--- src/rtl/qtpa_pkg.sv ---
// Shared QTP-S types: opcodes, instruction formats, decoded micro-op and decode-stage FSM states.
package qtpa_pkg;

  typedef enum logic [5:0] {
    OP_NOP       = 6'h00,
    OP_ADD_IMM   = 6'h01,
    OP_SUB_IMM   = 6'h02,
    OP_SHL_IMM   = 6'h03,
    OP_SHR_IMM   = 6'h04,
    OP_MOV_IMM   = 6'h05,
    OP_CMP_IMM   = 6'h06,
    OP_LCSET_IMM = 6'h07,
    OP_ADD_REG   = 6'h10,
    OP_SUB_REG   = 6'h11,
    OP_SHL_REG   = 6'h12,
    OP_SHR_REG   = 6'h13,
    OP_MOV_REG   = 6'h14,
    OP_CMP_REG   = 6'h15,
    OP_LCSET_REG = 6'h16,
    OP_BRANCH    = 6'h20,
    OP_LOOP      = 6'h21,
    OP_HALT      = 6'h22,
    OP_YIELD     = 6'h23
  } op_t;

  typedef struct packed {
    op_t         opcode;
    logic [3:0]  rd;
    logic [3:0]  rs1;
    logic [17:0] imm18;
  } instr_si_t;

  typedef struct packed {
    op_t         opcode;
    logic [3:0]  rd;
    logic [3:0]  rs1;
    logic [3:0]  rs2;
    logic [13:0] rsvd;
  } instr_sr_t;

  typedef struct packed {
    op_t         opcode;
    logic [3:0]  rsvd;
    logic [3:0]  rs1;
    logic [17:0] imm18;
  } instr_c_t;

  typedef struct packed {
    op_t         op;
    logic [3:0]  rs1;
    logic [3:0]  rs2;
    logic [3:0]  rd;
    logic        we;
    logic        use_imm;
    logic        illegal;
    logic        chk_rs1;
    logic        chk_rs2;
    logic [17:0] imm18;
  } dec_uop_t;

  typedef enum logic [1:0] {
    ST_RUN    = 2'd0,
    ST_HALTED = 2'd1,
    ST_FAULT  = 2'd2
  } dec_state_t;

  // chk_rs1/chk_rs2 mark which source fields take part in the RAW hazard query.
  function automatic dec_uop_t decode(input logic [31:0] instr);
    instr_si_t si;
    instr_sr_t sr;
    instr_c_t  c;
    dec_uop_t  u;
    si = instr_si_t'(instr);
    sr = instr_sr_t'(instr);
    c  = instr_c_t'(instr);
    u  = '0;
    case (si.opcode)
      OP_ADD_IMM, OP_SUB_IMM, OP_SHL_IMM, OP_SHR_IMM,
      OP_MOV_IMM, OP_CMP_IMM, OP_LCSET_IMM: begin
        u.op      = si.opcode;
        u.rs1     = si.rs1;
        u.rd      = si.rd;
        u.imm18   = si.imm18;
        u.use_imm = 1'b1;
        u.chk_rs1 = 1'b1;
        u.we      = !(si.opcode inside {OP_CMP_IMM, OP_LCSET_IMM});
      end
      OP_ADD_REG, OP_SUB_REG, OP_SHL_REG, OP_SHR_REG,
      OP_MOV_REG, OP_CMP_REG, OP_LCSET_REG: begin
        u.op      = sr.opcode;
        u.rs1     = sr.rs1;
        u.rs2     = sr.rs2;
        u.rd      = sr.rd;
        u.chk_rs1 = 1'b1;
        u.chk_rs2 = 1'b1;
        u.we      = !(sr.opcode inside {OP_CMP_REG, OP_LCSET_REG});
      end
      OP_BRANCH, OP_LOOP, OP_HALT, OP_YIELD, OP_NOP: begin
        u.op      = c.opcode;
        u.rs1     = c.rs1;
        u.imm18   = c.imm18;
        u.use_imm = 1'b1;
        u.chk_rs1 = (c.opcode inside {OP_BRANCH, OP_LOOP});
      end
      default: begin
        u.illegal = 1'b1;
      end
    endcase
    return u;
  endfunction

endpackage

--- src/rtl/qtps_decode_stage_scoreboard.sv ---
// In-flight destination tracker: per-register pending bits with writeback bypass on the hazard query.
module qtps_scoreboard #(
  parameter int  NUM_REGS = 16,
  localparam int REG_AW   = $clog2(NUM_REGS)
) (
  input  logic                clk,
  input  logic                rst_n,
  input  logic                flush,
  input  logic                set_en,
  input  logic [REG_AW-1:0]   set_idx,
  input  logic                clr_en,
  input  logic [REG_AW-1:0]   clr_idx,
  input  logic                chk_rs1_en,
  input  logic [REG_AW-1:0]   chk_rs1,
  input  logic                chk_rs2_en,
  input  logic [REG_AW-1:0]   chk_rs2,
  input  logic                chk_rd_en,
  input  logic [REG_AW-1:0]   chk_rd,
  output logic                hazard,
  output logic [NUM_REGS-1:0] pending
);

  logic [NUM_REGS-1:0] pend_r;
  logic [NUM_REGS-1:0] busy_s;
  logic [NUM_REGS-1:0] set_mask_s;

  // Pending bits with this cycle's writeback already removed.
  always_comb begin
    busy_s = pend_r;
    if (clr_en) begin
      busy_s[clr_idx] = 1'b0;
    end else begin
      busy_s = pend_r;
    end
  end

  // One-hot of the destination being claimed by the accepted instruction.
  always_comb begin
    set_mask_s = {NUM_REGS{1'b0}};
    if (set_en) begin
      set_mask_s[set_idx] = 1'b1;
    end else begin
      set_mask_s = {NUM_REGS{1'b0}};
    end
  end

  assign hazard = (chk_rs1_en && busy_s[chk_rs1]) ||
                  (chk_rs2_en && busy_s[chk_rs2]) ||
                  (chk_rd_en  && busy_s[chk_rd]);

  // OR-ing the set mask after the clear makes a same-register set win.
  always_ff @(posedge clk or negedge rst_n) begin
    if (!rst_n) begin
      pend_r <= {NUM_REGS{1'b0}};
    end else if (flush) begin
      pend_r <= {NUM_REGS{1'b0}};
    end else begin
      pend_r <= busy_s | set_mask_s;
    end
  end

  assign pending = pend_r;

endmodule

--- src/rtl/qtps_decode_stage.sv ---
// QTP-S decode stage: registered micro-op with valid/ready, RUN/HALTED/FAULT control.
// Define QTPS_DECODE_SCOREBOARD_EN to enable the RAW/WAW scoreboard stall.
module qtps_decode_stage
  import qtpa_pkg::*;
#(
  parameter int  DATA_WIDTH = 32,
  parameter int  NUM_REGS   = 16,
  localparam int REG_AW     = $clog2(NUM_REGS)
) (
  input  logic                  clk,
  input  logic                  rst_n,
  input  logic                  in_valid,
  input  logic [31:0]           in_instr,
  output logic                  in_ready,
  output logic                  out_valid,
  input  logic                  out_ready,
  output op_t                   out_op,
  output logic [REG_AW-1:0]     out_rs1,
  output logic [REG_AW-1:0]     out_rs2,
  output logic [REG_AW-1:0]     out_rd,
  output logic                  out_we,
  output logic                  out_use_imm,
  output logic                  out_illegal,
  output logic [DATA_WIDTH-1:0] out_imm,
  input  logic                  wb_valid,
  input  logic [REG_AW-1:0]     wb_rd,
  input  logic                  flush,
  input  logic                  resume,
  output logic                  halted,
  output logic                  fault,
  output logic [NUM_REGS-1:0]   pending
);

  dec_uop_t   dec_s;
  dec_state_t state_r;
  logic       hazard_s;
  logic       fire_in_s;

  assign dec_s     = decode(in_instr);
  assign in_ready  = (state_r == ST_RUN) && !flush && !hazard_s && (!out_valid || out_ready);
  assign fire_in_s = in_valid && in_ready;

`ifdef QTPS_DECODE_SCOREBOARD_EN
  qtps_scoreboard #(.NUM_REGS(NUM_REGS)) u_scoreboard (
    .clk        (clk),
    .rst_n      (rst_n),
    .flush      (flush),
    .set_en     (fire_in_s && dec_s.we),
    .set_idx    (dec_s.rd[REG_AW-1:0]),
    .clr_en     (wb_valid),
    .clr_idx    (wb_rd),
    .chk_rs1_en (dec_s.chk_rs1),
    .chk_rs1    (dec_s.rs1[REG_AW-1:0]),
    .chk_rs2_en (dec_s.chk_rs2),
    .chk_rs2    (dec_s.rs2[REG_AW-1:0]),
    .chk_rd_en  (dec_s.we),
    .chk_rd     (dec_s.rd[REG_AW-1:0]),
    .hazard     (hazard_s),
    .pending    (pending)
  );
`else
  logic unused_s;
  assign hazard_s = 1'b0;
  assign pending  = {NUM_REGS{1'b0}};
  assign unused_s = ^{wb_valid, wb_rd, dec_s.chk_rs1, dec_s.chk_rs2};
`endif

  // Micro-op register: load on accept, hold while stalled, drop valid once drained.
  always_ff @(posedge clk or negedge rst_n) begin
    if (!rst_n) begin
      out_valid   <= 1'b0;
      out_op      <= OP_NOP;
      out_rs1     <= {REG_AW{1'b0}};
      out_rs2     <= {REG_AW{1'b0}};
      out_rd      <= {REG_AW{1'b0}};
      out_we      <= 1'b0;
      out_use_imm <= 1'b0;
      out_illegal <= 1'b0;
      out_imm     <= {DATA_WIDTH{1'b0}};
    end else if (flush) begin
      out_valid <= 1'b0;
    end else if (fire_in_s) begin
      out_valid   <= 1'b1;
      out_op      <= dec_s.op;
      out_rs1     <= dec_s.rs1[REG_AW-1:0];
      out_rs2     <= dec_s.rs2[REG_AW-1:0];
      out_rd      <= dec_s.rd[REG_AW-1:0];
      out_we      <= dec_s.we;
      out_use_imm <= dec_s.use_imm;
      out_illegal <= dec_s.illegal;
      out_imm     <= {{(DATA_WIDTH-18){dec_s.imm18[17]}}, dec_s.imm18};
    end else if (out_ready) begin
      out_valid <= 1'b0;
    end else begin
      out_valid <= out_valid;
    end
  end

  // Control FSM; illegal micro-ops decode as NOP so the HALT test cannot alias them.
  always_ff @(posedge clk or negedge rst_n) begin
    if (!rst_n) begin
      state_r <= ST_RUN;
      halted  <= 1'b0;
      fault   <= 1'b0;
    end else if (flush) begin
      state_r <= ST_RUN;
      halted  <= 1'b0;
      fault   <= 1'b0;
    end else begin
      case (state_r)
        ST_RUN: begin
          if (fire_in_s && dec_s.illegal) begin
            state_r <= ST_FAULT;
            fault   <= 1'b1;
          end else if (fire_in_s && (dec_s.op == OP_HALT)) begin
            state_r <= ST_HALTED;
            halted  <= 1'b1;
          end else begin
            state_r <= ST_RUN;
          end
        end
        ST_HALTED: begin
          if (resume) begin
            state_r <= ST_RUN;
            halted  <= 1'b0;
          end else begin
            state_r <= ST_HALTED;
          end
        end
        ST_FAULT: begin
          state_r <= ST_FAULT;
        end
        default: begin
          state_r <= ST_RUN;
          halted  <= 1'b0;
          fault   <= 1'b0;
        end
      endcase
    end
  end

endmodule
--- config.mk ---
export PLATFORM = sky130hd
export DESIGN_NAME = qtps_decode_stage
export DESIGN_NICKNAME = d
export VERILOG_FILES = /design/src/rtl/qtpa_pkg.sv /design/src/rtl/qtps_decode_stage_scoreboard.sv /design/src/rtl/qtps_decode_stage.sv
export SDC_FILE = /design/constraint.sdc
export NUM_CORES = 1
export LEC_CHECK = 0
export ABC_AREA = 0
export CORE_ASPECT_RATIO = 1.5
export CORE_UTILIZATION = 50
export CTS_BUF_LIST = sky130_fd_sc_hd__clkbuf_8
export CTS_CLUSTER_DIAMETER = 60
export DETAILED_ROUTE_END_ITERATION = 7
export DONT_BUFFER_PORTS = 1
export PLACE_DENSITY = 0.78
export REMOVE_ABC_BUFFERS = 1
export SYNTH_ARGS = -nofsm -noshare
export SYNTH_HDL_FRONTEND = slang
export SYNTH_HIERARCHICAL = 1
export SYNTH_SLANG_ARGS = --single-unit
--- constraint.sdc ---
create_clock -name clk -period 1.55 [get_ports clk]
set_input_delay 0.0775 -clock clk [delete_from_list [all_inputs] [get_ports clk]]
set_output_delay 0.0775 -clock clk [all_outputs]
set_load 0.02 [all_outputs]
Yosys cells after proc, flatten, opt, wreduce, memory -nomap -nowiden
Cells that the tools add are included.

Flip-flop bits (word level): 44. Input port bits: 43. Word-level logic and storage cells: 85.

Equality and inequality tests: 27. Muxes and demuxes: 22. Bitwise logic cells: 1. Reduce and logical (&&, ||, !) cells: 23.

Operators with widths (number): == test 6 x 5 -> 1 bit (second input constant) (7); == test 6 bit (second input constant) (5); == test 6 x 3 -> 1 bit (second input constant) (4); OR reduction 19 bit (1); two-way mux 18 bit (1); OR reduction 7 bit (2); two-way mux 1 bit (13); == test 6 x 2 -> 1 bit (second input constant) (2); OR reduction 12 bit (1); two-way mux 10 bit (1); one-hot mux 5 bit (2 select lines) (1); == test 6 x 1 -> 1 bit (second input constant) (1); zero test 6 bit (1); != test 3 x 2 -> 1 bit (second input constant) (2); != test 3 bit (second input constant) (2); one-hot mux 2 bit (3 select lines) (1); logical AND 1 bit (5); zero test 1 bit (4); two-way mux 2 bit (2); two-way mux 4 bit (1); AND reduction 2 bit (2); AND reduction 4 bit (1); nonzero test 2 bit (2); one-hot mux 1 bit (3 select lines) (1); other kinds (10) (10).

Logic depth before layout (Yosys ltp)
Depth in word-level cells: 9. Gate-level depth with buffers: 7.

Worst setup path before layout
OpenSTA, ideal clock, no wires.

Path type: register -> register. From: register state_r[1]. To: register out_rs2[0]. Setup time: 0.067 ns. Arrival time: 1.397 ns. Path slack: 0.086 ns. Cell stages (with the launch flop): 6. Period minus slack after synthesis: 1.464 ns. Cells stage by stage: dfrtp_1 -> inv_1 -> ha_1 -> nand4b_4 -> a311oi_2 -> a22o_1.

Word-level cells in the longest chain between the ends: 5.

Ends and longest elaborated chain: from (decl) (line qtps_decode_stage.sv:35) `dec_state_t state_r;`; from (signal assigned) (line qtps_decode_stage.sv:102) `state_r <= ST_RUN;`; from (signal assigned) (line qtps_decode_stage.sv:106) `state_r <= ST_RUN;`; from (signal assigned) (line qtps_decode_stage.sv:113) `state_r <= ST_FAULT;`; zero test 2 bit (line qtps_decode_stage.sv:40) `assign in_ready = (state_r == ST_RUN) && !flush && !hazard_s && (!out_valid || out_ready);`; logical AND 1 bit (2 in series) (line qtps_decode_stage.sv:40); logical AND 1 bit (line qtps_decode_stage.sv:41) `assign fire_in_s = in_valid && in_ready;`; AND reduction 2 bit (no line); to (signal assigned) (line qtps_decode_stage.sv:74) `out_rs2 <= {REG_AW{1'b0}};`; to (signal assigned) (line qtps_decode_stage.sv:86) `out_rs2 <= dec_s.rs2[REG_AW-1:0];`; to (decl) (line qtps_decode_stage.sv:19) `output logic [REG_AW-1:0] out_rs2,`.

No other way between the ends. A chain may end at the register's enable or synchronous reset.

Worst setup path in the final report
From: register state_r[1]. To: register out_rs2[2].

Same word-level chain as after synthesis.

==> out/qor.yml <==
fp.coreArea_um2: 4029
leakage_nw: 1.313
place_congestion: 0.6874
top_layer_used: "met4"
power_mw: 2.831
drt_iter0_drc: 86
insertion_delay_ns: 0.29
design.die.area_um2: 4558
drtPass1Iterations: 4
cts_tree: "done"
worst_ir_drop_vdd_v: 0.001090
cts_sinks: 44
synth_edf_count: 0
hold_viol: 0
antenna_cells: 0
period_share: 0.9487
ys_ff_latch: 44
setup_tns_ns: 0
synth.distinct_cells: 34
wl_met3_um: 256
ys_async_sr_fraction: 1.000
critPathMaxStageDelay_ns: 0.39
wl_met2_um: 2564
crit_arrival_ns: 1.70
cpMaxStageDelayCell: "dfrtp_1"
fp.dieH_um: 82.19
cts-htree-levels: 2
cp_cell_sequence: "inv_1 -> ha_4 -> nand4b_4 -> a311oi_2 -> buf_4 -> a22o_1"
synthFlopType: "dfrtp_1"
status: "completed"
fmax_mhz: 680.0
final_common_cell: "nand2_1"
final-setup-viol-count: 0
syn2layout_area_growth_pct: 23.00
cts_buffers: 5
path_class: "flip-flop to flip-flop"
r2r-end: "out_rs2[2]"
grt_overflow_total: 0
power_density_nw_per_um2: 1074
grt_max_degree: 45
num_vias: 1623
drive_gt1_frac: 0.1483
ff2ff_setup_slack_ns: 0.08
route.detailed.drc: 0
r2r_start: "state_r[1]"
post-route-min-period_ns: 1.471
dpl.hpwl_um: 3131
layout_common_cells: "70 x nand2_1, 43 x dfrtp_1, 33 x dlygate4sd3_1, 19 x nand3_1, 16 x conb_1"
netlist_area_um2: 2143
clk_pin_slew_worst_paths_ns: 0.09
drt-met1-wl_um: 1894
end_kind: "flip-flop"
cp_max_fo: 8
hold_depth: 3
antenna_found_initial: 0
portBuffers: 0
hp-class: "input pin to flip-flop"
start_util: 0.5320
ant_nets: 0
cap_violations: 0
min_to: "out_we"
grt_pass1_vias: 1654
r2r_cells: 6
finClkSkew_ns: 0.01196
hp-start: "in_instr[31]"
yosys_warnings: 6
final_nets: 309
io_pins: 116
track_usage: 0.2170
syn_inst: 225
required_ns: 1.78
vias_per_cell: 5.269
seq_area_frac_synth: 0.5137
grt_pass1_wl_um: 7721
start_kind: "flip-flop"
wl_per_cell_um: 15.47
routed_wl_um: 4766
syn_avg_cell_area_um2: 9.526
maxSlewViolCount: 0
clk_path_buf_depth: 2
clockRootBuffer: "clkbuf_8"
rows: 28
dieWidth_um: 55.46
-- final cells by class --
class,count,area (µm²)
timing repair buffer,54,533.0
tap,45,56.30
clock buffer,5,68.82
sequential,44,1102
fill,338,1393
inverter,3,11.26
clock inverter,3,38.79
multi-input combinational,154,825.8
-- timing repair --
action,4_1_cts,5_1_grt
hold buffers,33,1
endpoints found under the hold margin,83,5
buffers inserted,0,3
resized for setup,2,6
setup endpoints to repair,19,22
cloned,0,1
pin swaps,0,3
-- cells in the mapped netlist (all sizes together), types with 2 or more instances --
library cell / count / area (µm²)
nand4b: 2 / 32.53
nand3: 20 / 105.1
nor2: 4 / 15.01
nand2b: 2 / 15.02
ha: 4 / 50.05
dfrtp: 44 / 1101
buf: 38 / 274.0
nand3b: 2 / 18.77
a211oi: 2 / 27.53
a22o: 4 / 35.03
inv: 3 / 11.26
o21ai: 15 / 75.07
o31ai: 2 / 15.01
nand2: 70 / 262.8
a21oi: 2 / 10.01
-- layer usage --
metal  up-vias  global-route usage
li1        771                   -
met1       792              0.2346
met2        54              0.3952
met3         6             0.06698
met4         0             0.09000
met5         -                   0
-- report_power, final --
group,switching [mW],internal (mW),leakage [nW]
clock,0.367,0.472,0.0593
combinational,0.302,0.211,0.659
sequential,0.218,1.26,0.594
total,0.887,1.94,1.31
-- flip-flops by register name, summed over array words and instances (netlist names) --
register,count
out_imm,18
out_op,6
out_rd,4
out_rs1,4
out_rs2,4
state_r,2
fault,1
halted,1
out_illegal,1
out_use_imm,1
out_valid,1
out_we,1
-- how the worst max path moves through the flow --
stage / end / cells after the start / startpoint
final: out_rs2[2] / 6 / state_r[1]
after detailed placement: out_rd[2] / 6 / state_r[0]
after global routing: out_rs2[2] / 6 / state_r[1]
after floorplan: out_imm[17] / 2 / out_imm[17]
after global placement: out_rd[0] / 6 / state_r[1]
after CTS: out_rs2[2] / 6 / state_r[0]
-- metrics by stage --
stage          hold WS (ns)  area [µm²]  utilization  worst slack, ns  std cells
2_1_floorplan       -0.2181        1922            -          -0.8216        201
3_3_place_gp        -0.2173        2112       0.5242          0.01502        262
6_report            0.01406        2636       0.6543          0.07949        308
5_1_grt             0.01740        2636       0.6543         -0.01853        308
4_1_cts             -0.1663        2571       0.6382        -0.004776        303
3_5_place_dp        -0.2171        2112       0.5242         -0.02988        262
-- critical path: cells and delay by family, from the launching register on --
family,cells,cell delay [ns]
fa+ha+maj,1,0.18
flops,1,0.39
compound gates,2,0.36
simple gates,1,0.18
buf+inv,2,0.29
-- logic make-up after synthesis --
kind of cell	Yosys count	share of synthesized area
buffers and inverters	42	0.1348
other	1	0.001750
flip-flops	44	0.5137
AO/OA/AOI/OAI	28	0.08990
AND/OR/NAND/NOR	106	0.2364
adder cells (fa/ha/maj)	4	0.02335
Power figures use the tool's default switching activity.
